[config.mk]
export PLATFORM = sky130hd
export DESIGN_NAME = mem_stage
export DESIGN_NICKNAME = d
export VERILOG_FILES = /design/src/rtl/mem_stage.sv
export SDC_FILE = /design/constraint.sdc
export NUM_CORES = 1
export LEC_CHECK = 0
export CORE_ASPECT_RATIO = 1.25
export CORE_MARGIN = 4
export CORE_UTILIZATION = 41
export CTS_CLUSTER_DIAMETER = 40
export DETAILED_ROUTE_END_ITERATION = 16
export PLACE_DENSITY_LB_ADDON = 0.25
export SYNTH_ARGS = -nofsm -noshare
export SYNTH_HDL_FRONTEND = slang
export SYNTH_SLANG_ARGS = --single-unit
[constraint.sdc]
create_clock -name clk -period 2.05 [get_ports clk]
set_clock_uncertainty 0.2 [all_clocks]
set_input_delay 0.3075 -clock clk [delete_from_list [all_inputs] [get_ports clk]]
set_output_delay 0.3075 -clock clk [all_outputs]
set_load 0.1 [all_outputs]
[src/rtl/mem_stage.sv]
// mem_stage: MEM stage of the 5-stage MIPS pipeline.
// Issues loads/stores over a req/ack handshake, resolves the branch decision
// and holds the MEM/WB pipeline register. All state updates on the falling edge.
module mem_stage #(
  parameter int unsigned SIZE = 32
) (
  input  logic            clk,
  input  logic            rst_n,
  // EX/MEM inputs
  input  logic [SIZE-1:0] ALUResult,
  input  logic [SIZE-1:0] readData2,
  input  logic [4:0]      writeReg,
  input  logic            MemRead,
  input  logic            MemWrite,
  input  logic            Branch,
  input  logic            zeroFlag,
  input  logic            RegWrite,
  input  logic            MemToReg,
  input  logic [SIZE-1:0] branchTarget,
  // Data-memory handshake
  output logic            mem_req,
  output logic            mem_we,
  output logic [SIZE-1:0] mem_addr,
  output logic [SIZE-1:0] mem_wdata,
  input  logic [SIZE-1:0] mem_rdata,
  input  logic            mem_ack,
  // Pipeline control
  output logic            hit,
  output logic            PCSrc,
  output logic [SIZE-1:0] branchTarget_Out,
  // MEM/WB register
  output logic [SIZE-1:0] readData_Out,
  output logic [SIZE-1:0] ALUResult_Out,
  output logic [4:0]      writeReg_Out,
  output logic            RegWrite_Out,
  output logic            MemToReg_Out
);

  typedef enum logic [1:0] {StIdle, StBusy, StDone} state_e;

  state_e          r_state;
  state_e          w_state_next;
  logic            w_hit;
  logic            w_memop;

  logic            r_mem_req;
  logic            r_mem_we;
  logic [SIZE-1:0] r_mem_addr;
  logic [SIZE-1:0] r_mem_wdata;
  logic [SIZE-1:0] r_load_buf;

  logic [SIZE-1:0] r_read_data;
  logic [SIZE-1:0] r_alu_result;
  logic [4:0]      r_write_reg;
  logic            r_reg_write;
  logic            r_mem_to_reg;

  assign w_memop = MemRead | MemWrite;

  // Branch resolution is independent of the access FSM.
  assign PCSrc            = Branch & zeroFlag;
  assign branchTarget_Out = branchTarget;

  // Next-state and stall decode.
  always_comb begin
    w_state_next = r_state;
    w_hit        = 1'b1;
    unique case (r_state)
      StIdle: begin
        w_hit = ~w_memop;
        if (w_memop) w_state_next = StBusy;
      end
      StBusy: begin
        w_hit = 1'b0;
        if (mem_ack) w_state_next = StDone;
      end
      StDone: begin
        w_hit        = 1'b1;
        w_state_next = StIdle;
      end
      default: begin
        w_hit        = 1'b1;
        w_state_next = StIdle;
      end
    endcase
  end

  // FSM state register.
  always_ff @(negedge clk or negedge rst_n) begin
    if (!rst_n) begin
      r_state <= StIdle;
    end else begin
      r_state <= w_state_next;
    end
  end

  // Memory request registers; address/data stay frozen while the access is pending.
  always_ff @(negedge clk or negedge rst_n) begin
    if (!rst_n) begin
      r_mem_req   <= 1'b0;
      r_mem_we    <= 1'b0;
      r_mem_addr  <= '0;
      r_mem_wdata <= '0;
      r_load_buf  <= '0;
    end else begin
      if (r_state == StIdle && w_memop) begin
        r_mem_req   <= 1'b1;
        // A simultaneous read+write is treated as a write.
        r_mem_we    <= MemWrite;
        r_mem_addr  <= {ALUResult[SIZE-1:2], 2'b00};
        r_mem_wdata <= readData2;
      end else if (r_state == StBusy && mem_ack) begin
        r_mem_req  <= 1'b0;
        r_load_buf <= r_mem_we ? '0 : mem_rdata;
      end
    end
  end

  // MEM/WB register: load on hit, bubble the control bits on stall.
  always_ff @(negedge clk or negedge rst_n) begin
    if (!rst_n) begin
      r_read_data  <= '0;
      r_alu_result <= '0;
      r_write_reg  <= '0;
      r_reg_write  <= 1'b0;
      r_mem_to_reg <= 1'b0;
    end else if (w_hit) begin
      // hit in IDLE implies no memory op; only DONE carries load data.
      r_read_data  <= (r_state == StDone) ? r_load_buf : '0;
      r_alu_result <= ALUResult;
      r_write_reg  <= writeReg;
      r_reg_write  <= RegWrite;
      r_mem_to_reg <= MemToReg;
    end else begin
      r_reg_write  <= 1'b0;
      r_mem_to_reg <= 1'b0;
    end
  end

  assign hit           = w_hit;
  assign mem_req       = r_mem_req;
  assign mem_we        = r_mem_we;
  assign mem_addr      = r_mem_addr;
  assign mem_wdata     = r_mem_wdata;
  assign readData_Out  = r_read_data;
  assign ALUResult_Out = r_alu_result;
  assign writeReg_Out  = r_write_reg;
  assign RegWrite_Out  = r_reg_write;
  assign MemToReg_Out  = r_mem_to_reg;

endmodule

# ---- Word level (Yosys, flattened, before mapping)
# Cells that the tools add are included.
dict set report word_totals {
  input_bits 142
  reg_bits 169
  output_inout_bits 171
  wordCells 35
}
dict set report classes {
  reduce_logical 6
  n_mux 10
  eq_ne 4
  bitwise 4
}
# op n
set ops {}
lappend ops {{32-bit two-way mux} 2}
lappend ops {{1-bit two-way mux} 4}
lappend ops {{2-bit two-way mux} 2}
lappend ops {{2-bit != test (second input constant)} 2}
lappend ops {{2-bit one-hot mux with 2 select lines} 1}
lappend ops {{2-bit AND reduction} 2}
lappend ops {{2-bit by 1-bit equality test with 1-bit output (second input constant)} 1}
lappend ops {{2-bit equality test (second input constant)} 1}
lappend ops {{1-bit logical AND} 2}
lappend ops {{2-bit logical NOT} 1}
lappend ops {{1-bit inverter} 2}
lappend ops {{1-bit one-hot mux with 2 select lines} 1}
lappend ops {{2-bit nonzero test} 1}
lappend ops {{1-bit AND} 1}
lappend ops {{1-bit bitwise OR} 1}

# ---- Depth between registers and ports, before layout
dict set report depth {
  ltp_word 4
  depth_mapped 5
  depth_no_buf 4
}

==> impl_metrics.csv <==
group,metric,value,unit
synth,ys.flop_type,"dfrtn_1",
clock_tree,clk_path_buf_depth,2,
layout,layout-drive-gt1-share,51.9,%
floorplanning,chipWidth,122,µm
status,violations_in_the_final_reports,"setup timing",
setup_path,startpoint_type,"flop",
synth,syn_inst,477,
run,cap_viol_max_count,0,
floorplanning,ioPinCount,313,
setup_path,worstPathBufferInverterCount,4,
placement,routabilityCongestion,0.773,
floorplanning,initial_core_util,42.3,%
timing,hold_viol,0,
setup_path,slowest_stage,"dfrtn_1",
global_routing,grt_pass1_wl,34000,µm
synth,synth_warnings,0,
clock_tree,clkTransAtPathRegs,50,ps
synth,synth_enable_flop_cells,0,
placement,detailed_place_hpwl,14000,µm
global_routing,gr-total-overflow,0,
global_routing,first_global_vias,5743,
routing,dr.pass1.iters,4,
setup_path,worst_path_cell_chain,"nor3_4, nor2_4, inv_4, buf_8, buf_6, buf_12",
global_routing,use_met2,42.8,%
clock_tree,clock_latency,390,ps
timing,finalMaxSlewViolations,0,
global_routing,initial_antenna_violation_count,0,
timing,setup_viol,276,
clock_tree,tritoncts,"done",
routing,drt-vias-per-instance,5.03,
routing,finalWirelength,24100,µm
global_routing,grt_max_degree,48,
timing,setup_repair_after_global_routing_missed_its_margin,"yes",
routing,ant_nets,0,
synth,yosys.cell_types.count,23,
placement,port_buffers,246,
layout,final.fill_count,732,
placement,dpl_worst_slack,-1190,ps
routing,wl_per_cell,22.5,µm
setup_path,cp_num_cells,6,
setup_path,reg2reg_depth,8,
setup_path,worst_ep_arrival_time,2520,ps
clock_tree,clock_sink_count,169,
synth,avgSynthCellArea,14.0,µm²
global_routing,grt.busiest_layer,"met2",
timing,finalSetupTns,-118700,ps
floorplanning,floorplan.core_area,0.0158,mm²
global_routing,gr-usage-met1,28.0,%
setup_path,crit_fanout,2,
worst_hold_path,worst_hold_path.num_cells,2,
setup_path,slowest_delay,500,ps
routing,initialDrtViolationCount,368,
routing,routed-via-count,5385,
clock_tree,cts-htree-levels,4,
floorplanning,num_rows,51,
layout,final_nets,987,
synth,synthArstFlopShare,100,%
global_routing,globalRouteTotalUtil,24.5,%
clock_tree,cts.root.buffer_cell,"clkbuf_16",
global_routing,grtUsageMet3,9.88,%
floorplanning,floorplan.die.height,151,µm
setup_path,critical_path_type,"reg -> out",
worst_hold_path,holdCritPathClass,"reg -> reg",
status,run_status,"finished with violations",
synth,synth_seq_cells,169,
timing,postLayoutSetupSlackWorst,-981,ps
setup_path,crit_family,"flip-flops",
setup_path,worst_ep_required_time,1540,ps
clock_tree,numCtsBuffers,17,
routing,remaining_drc_errors,0,
setup_path,worstSetupEndpointType,"output port",
synth,synth_area,0.00667,mm²
layout,layout-area-overhead-vs-synth,96.7,%
synth,seq_area_frac_synth,63.4,%
floorplanning,fp.dieArea,0.0184,mm²
layout,num_antenna_cells,0,
-- layout by cell type, fill, tap and decap left out, drive strengths merged --
cell type	n
a21oi	1
a22o	33
a2bb2oi	1
and2	3
and2b	1
buf	301
bufinv	2
clkbuf	21
clkdlybuf4s50	105
clkinv	6
clkinvlp	1
conb	2
dfrtn	169
dlymetal6s2s	1
inv	7
mux2	99
nand2	33
nand2b	32
nand3b	1
nor2	4
nor3	1
o21ai	34
-- flip-flops by register name, summed over array words and instances, names as in the netlist --
signal and flops:
mem_we 1, ALUResult_Out 32, mem_addr 30, readData_Out 32, writeReg_Out 5, mem_wdata 32, mem_req 1, r_load_buf 32
RegWrite_Out 1, MemToReg_Out 1, r_state 2
-- what timing repair did --
| action | 4_1_cts | 5_1_grt |
|---|---|---|
| gates resized for setup | 85 | 19 |
| hold buffers | 0 | 0 |
| pin swaps | 3 | 3 |
| setup endpoints to repair | 305 | 304 |
| buffers inserted | 57 | 32 |
| cloned | 10 | 4 |
-- cells by family (layout without fill, tap and decap cells) --
family	after synthesis	after routing	share of synthesized area [%]
compound gates	69	69	7.15
simple gates	75	75	5.85
other cells	1	2	0.0562
flops	169	169	63.4
mux	99	99	16.7
buf+inv	64	444	6.79
-- worst paths after layout --
| path | startpoint | end | slack, ps |
|---|---|---|---|
| min in group asynchronous | rst_n | writeReg_Out[0] | 500 |
| max reg2reg | r_state[0] | mem_wdata[28] | -140 |
| max | r_state[0] | hit | -980 |
| max in group asynchronous | rst_n | readData_Out[1] | 610 |
| min reg2reg | r_load_buf[21] | r_load_buf[21] | 240 |
| min | r_load_buf[21] | r_load_buf[21] | 240 |
-- synth_stat cells (2+ instances only) --
master    number  area share (%)
o21ai_0       33             2.5
a22o_1        33             4.3
clkbuf_8       6             1.2
and2_1         3            0.28
nand2b_1      32             3.0
inv_1          2            0.11
nor2_1         3            0.17
nand2_1       33             1.9
buf_2          8            0.60
clkbuf_1       6            0.34
dfrtn_1      169              63
buf_4         38             4.3
buf_1          3            0.17
mux2_2        99              17
-- routing by layer --
layer / vias to the layer above / share of wire (%)
met1: 2730 / 36
met5: - / 0
met4: 0 / 1.7
li1: 2337 / -
met3: 39 / 9.5
met2: 279 / 52
-- worst min-delay path, stage by stage, from the launching register on --
cell,delay (ps)
dfrtn_1,400
nand2_1,50
o21ai_1,60
-- metrics by stage --
stage               cells  utilization [%]  instance area, µm²  hold WS [ps]
finish               1070             83.2               13100           237
global route         1070             83.2               13100           249
floorplan             478                -                7000           220
global placement      942             71.2               11200           231
detailed placement    942             71.2               11200           236
CTS                  1039             81.3               12800           240
-- cell type report --
class / instances / area, µm² / area share (%)
clock buffers: 19 / 443 / 3.38
inverters: 3 / 13.8 / 0.105
flip-flops and latches: 169 / 4230 / 32.2
clock inverters: 13 / 161 / 1.23
repair buffers: 409 / 5600 / 42.7
well taps: 212 / 265 / 2.02
multi-input cells: 245 / 2400 / 18.3
Power is not shown: default switching activity piles up to over one toggle a cycle in this logic, so the estimate is an artifact.
